===== src/rtl/fas_spectrum_analyzer.sv =====
// -----------------------------------------------------------------------------
// fas_spectrum_analyzer
//
// Peak-bin tracker for the FAS analysis stage. Takes one complex FFT bin per
// cycle over a valid/ready handshake, forms |X|^2 in one registered stage and
// keeps a running maximum over an NPOINT-bin frame. At end of frame the peak
// index and magnitude are reported alongside a one-cycle done pulse.
//
// Optional feature macro: FAS_THRESH_EN
//   When defined, adds a threshold input and a peak_found flag that is
//   registered together with done as (final peak magnitude >= thresh).
//
// Ports
//   clk         in   1      clock, rising edge
//   rst         in   1      synchronous reset, active-low
//   bin_valid   in   1      bin_re/bin_im valid this cycle
//   bin_ready   out  1      block can accept a bin this cycle
//   bin_re      in   DW     signed real part of the current bin
//   bin_im      in   DW     signed imaginary part of the current bin
//   done        out  1      one-cycle pulse: frame result valid
//   freq        out  IDX_W  index of the peak bin, held until next done
//   peak_mag    out  MAG_W  re^2+im^2 of the peak bin, held until next done
//   frame_cnt   out  8      completed frames, wraps 255->0
//   thresh      in   MAG_W  [FAS_THRESH_EN] minimum valid peak magnitude
//   peak_found  out  1      [FAS_THRESH_EN] peak_mag >= thresh, held with freq
// -----------------------------------------------------------------------------
module fas_spectrum_analyzer #(
    parameter  int NPOINT = 16,
    parameter  int DW     = 16,
    localparam int IDX_W  = $clog2(NPOINT),
    localparam int MAG_W  = 2 * DW
) (
    input  logic             clk,
    input  logic             rst,
    input  logic             bin_valid,
    output logic             bin_ready,
    input  logic [DW-1:0]    bin_re,
    input  logic [DW-1:0]    bin_im,
    output logic             done,
    output logic [IDX_W-1:0] freq,
    output logic [MAG_W-1:0] peak_mag,
    output logic [7:0]       frame_cnt
`ifdef FAS_THRESH_EN
    ,
    input  logic [MAG_W-1:0] thresh,
    output logic             peak_found
`endif
);

    localparam logic [1:0] ST_ACC    = 2'd0;
    localparam logic [1:0] ST_DRAIN  = 2'd1;
    localparam logic [1:0] ST_REPORT = 2'd2;

    logic [1:0]       state;
    logic [IDX_W-1:0] bin_cnt;
    logic             accept;

    // Stage 1: registered magnitude and its bin index.
    logic             s1_valid;
    logic [MAG_W-1:0] s1_mag;
    logic [IDX_W-1:0] s1_idx;

    // Stage 2: running maximum for the current frame.
    logic [MAG_W-1:0] max_mag;
    logic [IDX_W-1:0] max_idx;

    logic signed [MAG_W-1:0] re_ext, im_ext, re_sq, im_sq;
    logic [MAG_W-1:0]        mag_in;
    logic                    take;
    logic [MAG_W-1:0]        nxt_mag;
    logic [IDX_W-1:0]        nxt_idx;

    assign bin_ready = (state == ST_ACC);
    assign accept    = bin_valid & bin_ready;

    // Squares are formed at full MAG_W width from sign-extended operands. The
    // sum can reach exactly 2^(MAG_W-1) (both parts at the most negative
    // value), which wraps the signed add but is the correct unsigned pattern.
    assign re_ext = MAG_W'($signed(bin_re));
    assign im_ext = MAG_W'($signed(bin_im));
    assign re_sq  = re_ext * re_ext;
    assign im_sq  = im_ext * im_ext;
    assign mag_in = re_sq + im_sq;

    // NOTE: combinational logic uses blocking '=' and gives every output a
    // default first, so no path leaves a value unassigned (no latch).
    always_comb begin
        take    = 1'b0;
        nxt_mag = max_mag;
        nxt_idx = max_idx;
        // Strict '>' keeps the lowest index on ties; bin 0 always loads so a
        // frame never inherits anything from the cleared registers.
        if (s1_valid && (s1_idx == '0 || s1_mag > max_mag)) begin
            take = 1'b1;
        end
        if (take) begin
            nxt_mag = s1_mag;
            nxt_idx = s1_idx;
        end
    end

    // NOTE: sequential state uses non-blocking '<=' only, and every register
    // here is reset (there is no memory array, so nothing is left unreset).
    always_ff @(posedge clk) begin
        if (!rst) begin
            state     <= ST_ACC;
            bin_cnt   <= '0;
            s1_valid  <= 1'b0;
            s1_mag    <= '0;
            s1_idx    <= '0;
            max_mag   <= '0;
            max_idx   <= '0;
            done      <= 1'b0;
            freq      <= '0;
            peak_mag  <= '0;
            frame_cnt <= '0;
`ifdef FAS_THRESH_EN
            peak_found <= 1'b0;
`endif
        end else begin
            done     <= 1'b0;
            s1_valid <= accept;
            max_mag  <= nxt_mag;
            max_idx  <= nxt_idx;

            if (accept) begin
                s1_mag  <= mag_in;
                s1_idx  <= bin_cnt;
                // NPOINT is a power of two, so the counter wraps to 0 itself.
                bin_cnt <= bin_cnt + 1'b1;
            end

            case (state)
                ST_ACC: begin
                    if (accept && bin_cnt == IDX_W'(NPOINT - 1)) begin
                        state <= ST_DRAIN;
                    end
                end
                ST_DRAIN: begin
                    // The last bin sits in stage 1 now; report the merged
                    // result directly so done lands one cycle later.
                    state     <= ST_REPORT;
                    done      <= 1'b1;
                    freq      <= nxt_idx;
                    peak_mag  <= nxt_mag;
                    frame_cnt <= frame_cnt + 8'd1;
`ifdef FAS_THRESH_EN
                    peak_found <= (nxt_mag >= thresh);
`endif
                end
                ST_REPORT: begin
                    state   <= ST_ACC;
                    max_mag <= '0;
                    max_idx <= '0;
                end
                default: begin
                    state <= ST_ACC;
                end
            endcase
        end
    end

endmodule

===== config.mk =====
export PLATFORM = sky130hd
export DESIGN_NAME = fas_spectrum_analyzer
export DESIGN_NICKNAME = d
export VERILOG_FILES = /design/src/rtl/fas_spectrum_analyzer.sv
export SDC_FILE = /design/constraint.sdc
export NUM_CORES = 2
export LEC_CHECK = 0
export CORE_MARGIN = 2
export CORE_UTILIZATION = 45
export DETAILED_ROUTE_END_ITERATION = 10
export GPL_TIMING_DRIVEN = 1
export HOLD_SLACK_MARGIN = 0.05
export PLACE_DENSITY = 0.75
export SLEW_MARGIN = 10
export SYNTH_ARGS = -nofsm -noshare
export SYNTH_HDL_FRONTEND = slang
export SYNTH_SLANG_ARGS = --single-unit

===== constraint.sdc =====
create_clock -name clk -period 8.8 [get_ports clk]
set_input_delay 2.2 -clock clk [delete_from_list [all_inputs] [get_ports clk]]
set_output_delay 2.2 -clock clk [all_outputs]
set_load 0.05 [all_outputs]

-- Yosys cells after proc, flatten, opt, wreduce, memory -nomap -nowiden
Cells that the tools add are included.
- multiply operators: 2
- bitwise operators: 2
- mux-type cells: 6
- $add $sub $neg: 3
- reduce and logical (&&, ||, !) cells: 6
- $lt $le $gt $ge: 1
- equality and inequality tests: 4
- operators by type and width (operator ; number):
    $mul A16 B16 Y32 ; 2
    $add A32 B32 Y32 ; 1
    $gt A32 B32 Y1 ; 1
    $mux W32 ; 1
    $add A8 B1 Y8 const B ; 1
    $add A4 B1 Y4 const B ; 1
    $eq A4 B4 Y1 const B ; 1
    $logic_not A4 Y1 ; 1
    $mux W4 ; 1
    $pmux W2 S2 ; 1
    $eq A2 B1 Y1 const B ; 1
    $eq A2 B2 Y1 const B ; 1
    $logic_and A1 B1 Y1 ; 2
    $logic_not A2 Y1 ; 1
    $mux W1 ; 2
    $mux W2 ; 1
    $ne A2 B1 Y1 const B ; 1
    $reduce_or A2 Y1 ; 1
    $and A1 B1 Y1 ; 1
    $logic_or A1 B1 Y1 ; 1
    $not A1 Y1 ; 1
- output and inout bits: 46
- logic and storage cells: 35
- register bits after elaboration: 124
- input bits: 35

-- Depth between registers and ports, before layout
- word-level depth: 5
- depth in mapped cells: 28

-- Worst setup path before layout
Ideal clock, no wire load.
- path type: in2reg
- start: input port bin_re[2]
- end: register s1_mag[28]
- stages on the path: 25
- slack: -182 ps
- data arrival time: 8887 ps
- data required time: 8705 ps
- cell sequence: clkbuf_1 clkbuf_1 nand2_1 inv_1 fa_1 fa_1 inv_1 fa_1 inv_1 fa_1 fa_1 fa_1 fa_1 inv_1 fa_1 inv_1 ha_1 a21oi_2 nand2_1 a211o_1 o2111ai_2 o2111ai_2 and3_1 or4_1 o311ai_1
- longest elaborated chain between the ends: 2
- RTL lines (element ; line ; RTL):
    start: declaration ; 37 ; input logic [DW-1:0] bin_re,
    $mul A16 B16 Y32 ; 81 ; assign re_sq = re_ext * re_ext;
    $add A32 B32 Y32 ; 83 ; assign mag_in = re_sq + im_sq;
    end signal: assignment ; 127 ; s1_mag <= mag_in;
    end: declaration ; 60 ; logic [MAG_W-1:0] s1_mag;
Every way passes these cells.
A chain may end at the register's enable or synchronous reset.

-- Worst setup path in the final report
- start: input port bin_im[9]
- end: register s1_mag[28]
- longest elaborated chain between the ends: 2
- RTL lines (element ; line ; RTL):
    start: declaration ; 38 ; input logic [DW-1:0] bin_im,
    $mul A16 B16 Y32 ; 82 ; assign im_sq = im_ext * im_ext;
    $add A32 B32 Y32 ; 83 ;
Every way passes these cells.

==> results.yml <==
placed_design:
  numPortBuffers: 80
  place_inst: 3391
  gp_congestion: 0.952
  place_area_sq_mm: 0.0263
  dp_hpwl_um: 48000
timing:
  min_period_over_period_pct: 98.5
  slew-limit-headroom_pct: 23.9
  min_period_ns: 8.67
  tightest_slew_ns: 1.14
  hold_viol: 0
  fin_hold_ws_ns: 0.478
  fmax_ghz: 0.115
  maxSlewViolCount: 0
  rsz0062_at_grt: "yes"
  clock_skew_ns: 0.00860
  setup_viol: 0
final_layout:
  final_common_cell: "inv_1"
  mostFrequentLayoutCells: "inv_1 (661), fa_1 (498), buf_4 (279)"
  drive_above_1_share_pct: 19.2
  finish.instance_area_sq_mm: 0.0276
  diodes: 0
  final_cells: 3444
  nNetsFinal: 3501
  synthToLayoutAreaGrowth_pct: 21.5
clock_network:
  h-tree-depth: 4
  clock_latency_ns: 0.41
  cts.sinks: 124
  holdBufCountCts: 0
  clkTransAtPathRegs_ns: 0.06
  cts-buffers-inserted: 17
  cts-root-buf: "clkbuf_16"
  cts_tree: "done"
  ctsLongestPathBuffers: 2
min_path:
  holdCritPathClass: "flop to flop"
  holdPathEnd: "s1_mag[8]"
  holdCritStartpoint: "s1_mag[8]"
  hold_path_depth: 2
routing:
  vias_per_cell: 4.82
  via_count: 16600
  dr.pass1.iters: 5
  wl_per_cell_um: 15.9
  ant_nets: 0
  drt_iter0_drc: 874
  routed_wl_um: 54900
  drc: 0
yosys:
  syn_area_sq_mm: 0.0227
  synth_edf_count: 0
  syn_nets: 3162
  synthCells: 2421
  synth_cell_types: 58
  synth_area_leaders: "fa_1 (46%), inv_1 (12%), dfxtp_1 (11%), ha_1 (10%), nand2_1 (3.4%)"
  synth_top_cell_by_area: "fa_1"
  synth_top_area_share_pct: 46.2
  yosys_most_used_dff: "dfxtp_1"
  ys_async_sr_fraction_pct: 0
  syn_avg_cell_area_sq_um: 9.37
  yosys_warnings: 0
  ys_ff_latch: 124
  yosysSeqAreaShare_pct: 10.9
critical_path:
  rr_worst_depth: 10
  reg2reg_to: "peak_mag[12]"
  end_kind: "flop"
  cpMostUsedCell: "fa_1"
  critPathLaunchType: "primary input"
  required_ns: 9.12
  worst-setup-path-type: "primary input to flop"
  arrival_ns: 8.99
  crit_path_max_fanout: 7
  regToRegSetupSlack_ns: 5.68
  rr_startpoint: "s1_mag[17]"
  cpPeakStageDelay_ns: 0.60
  slowest_stage: "fa_1"
  path_cells: "buf_2 -> and2_4 -> buf_4 -> fa_1 -> inv_2 -> fa_1 -> inv_2 -> fa_1 -> fa_1 -> fa_1 -> fa_1 -> fa_1 -> inv_1 -> fa_1 -> inv_2 -> ha_4 -> a21oi_2 -> nand2_1 -> a211o_1 -> o2111ai_4 -> o2111ai_2 -> and3_4 -> or4_4 -> o311ai_2"
floorplan:
  core_sq_mm: 0.0500
  die_h_um: 229
  die_area_sq_mm: 0.0522
  top_level_ports: 81
  start_util_pct: 45.4
  num_rows: 82
  die_w_um: 229
global_route:
  grt_overflow: 0
  grt_pass1_wl_um: 92400
  grt_usage_pct: 21.9
  antenna_found_initial: 0
  grt_pass1_vias: 18800
  grt_max_degree: 46
status:
  status: "finished, final reports clean"
job:
  maxCapViolations: 0
registers in the layout, summed over array words and instances, names as in the netlist:
| signal | cells |
|---|---|
| done | 1 |
| peak_mag | 32 |
| freq | 4 |
| state | 2 |
| max_mag | 32 |
| bin_cnt | 4 |
| frame_cnt | 8 |
| s1_valid | 1 |
| s1_mag | 32 |
| s1_idx | 4 |
| max_idx | 4 |
per-layer routing:
layer / vias to the layer above / global-route usage (%) / routed length, um
met5: - / 0 / 0
met4: 0 / 6.78 / 1700
met3: 109 / 2.28 / 2020
met2: 361 / 40.2 / 28700
met1: 8358 / 27.0 / 22500
li1: 7763 / - / -
repair_timing:
action	4_1_cts	5_1_grt
gates resized for setup	110	173
cloned	0	2
setup endpoints to repair	14	16
buffers inserted	8	14
hold endpoints to repair	0	0
pin swaps	65	133
through the flow:
step	TNS (ns)	util [%]	setup slack, ns
6_report	0	55.2	0.128
5_1_grt	-0.0445	55.2	-0.0445
4_1_cts	-0.0734	54.4	-0.0450
3_5_place_dp	-11.18	52.6	-0.860
3_3_place_gp	-9.11	52.6	-0.758
2_1_floorplan	0	-	0.0124
how the worst max path moves through the flow:
stage                     depth (start not counted)  startpoint         end
after floorplan                                  25   bin_im[0]  s1_mag[28]
after CTS                                        28   bin_im[7]  s1_mag[22]
after detailed placement                         24   bin_re[7]  s1_mag[28]
after global placement                           24   bin_re[7]  s1_mag[28]
final                                            24   bin_im[9]  s1_mag[28]
after global routing                             25  bin_im[10]  s1_mag[28]
layout make-up:
class / count / area (sq um)
clock inverter: 11 / 119
timing repair buffer: 395 / 3270
inverter: 707 / 2650
tap: 672 / 841
sequential: 124 / 2480
multi-input combinational: 1515 / 17700
clock buffer: 20 / 457
fill: 4250 / 22400
kinds of logic after synthesis:
group	after synthesis	share of synthesized area, %
fa+ha+maj	706	56.3
flops	124	10.9
mux	42	1.87
simple gates	492	9.95
compound gates	211	5.53
xor+xnor	63	2.43
other cells	1	0.0165
buf+inv	782	13.0
Yosys cell counts, types with 3 or more instances:
cell type	number
xnor2_1	41
inv_1	705
buf_4	4
or2_2	4
nand4_1	11
fa_1	524
a211oi_1	10
a211o_1	5
a21oi_1	89
mux2_2	3
mux2i_1	39
nand2b_1	14
o21a_1	3
and3_1	7
ha_1	182
nor2b_1	18
and2_1	84
nor3_1	6
a21o_1	12
nor2_1	115
nand2_1	205
clkbuf_1	67
nand3_1	17
dfxtp_1	124
xor2_1	22
o21ai_0	63
o211ai_1	5
critical path: cells and delay by family:
family	cells	cell delay [ns]
AO/OA/AOI/OAI	5	0.97
buffers and inverters	6	0.51
adder cells (fa/ha/maj)	9	4.33
AND/OR/NAND/NOR	4	0.96
Power is not shown: default switching activity piles up to over one toggle a cycle in this logic, so the estimate is an artifact.
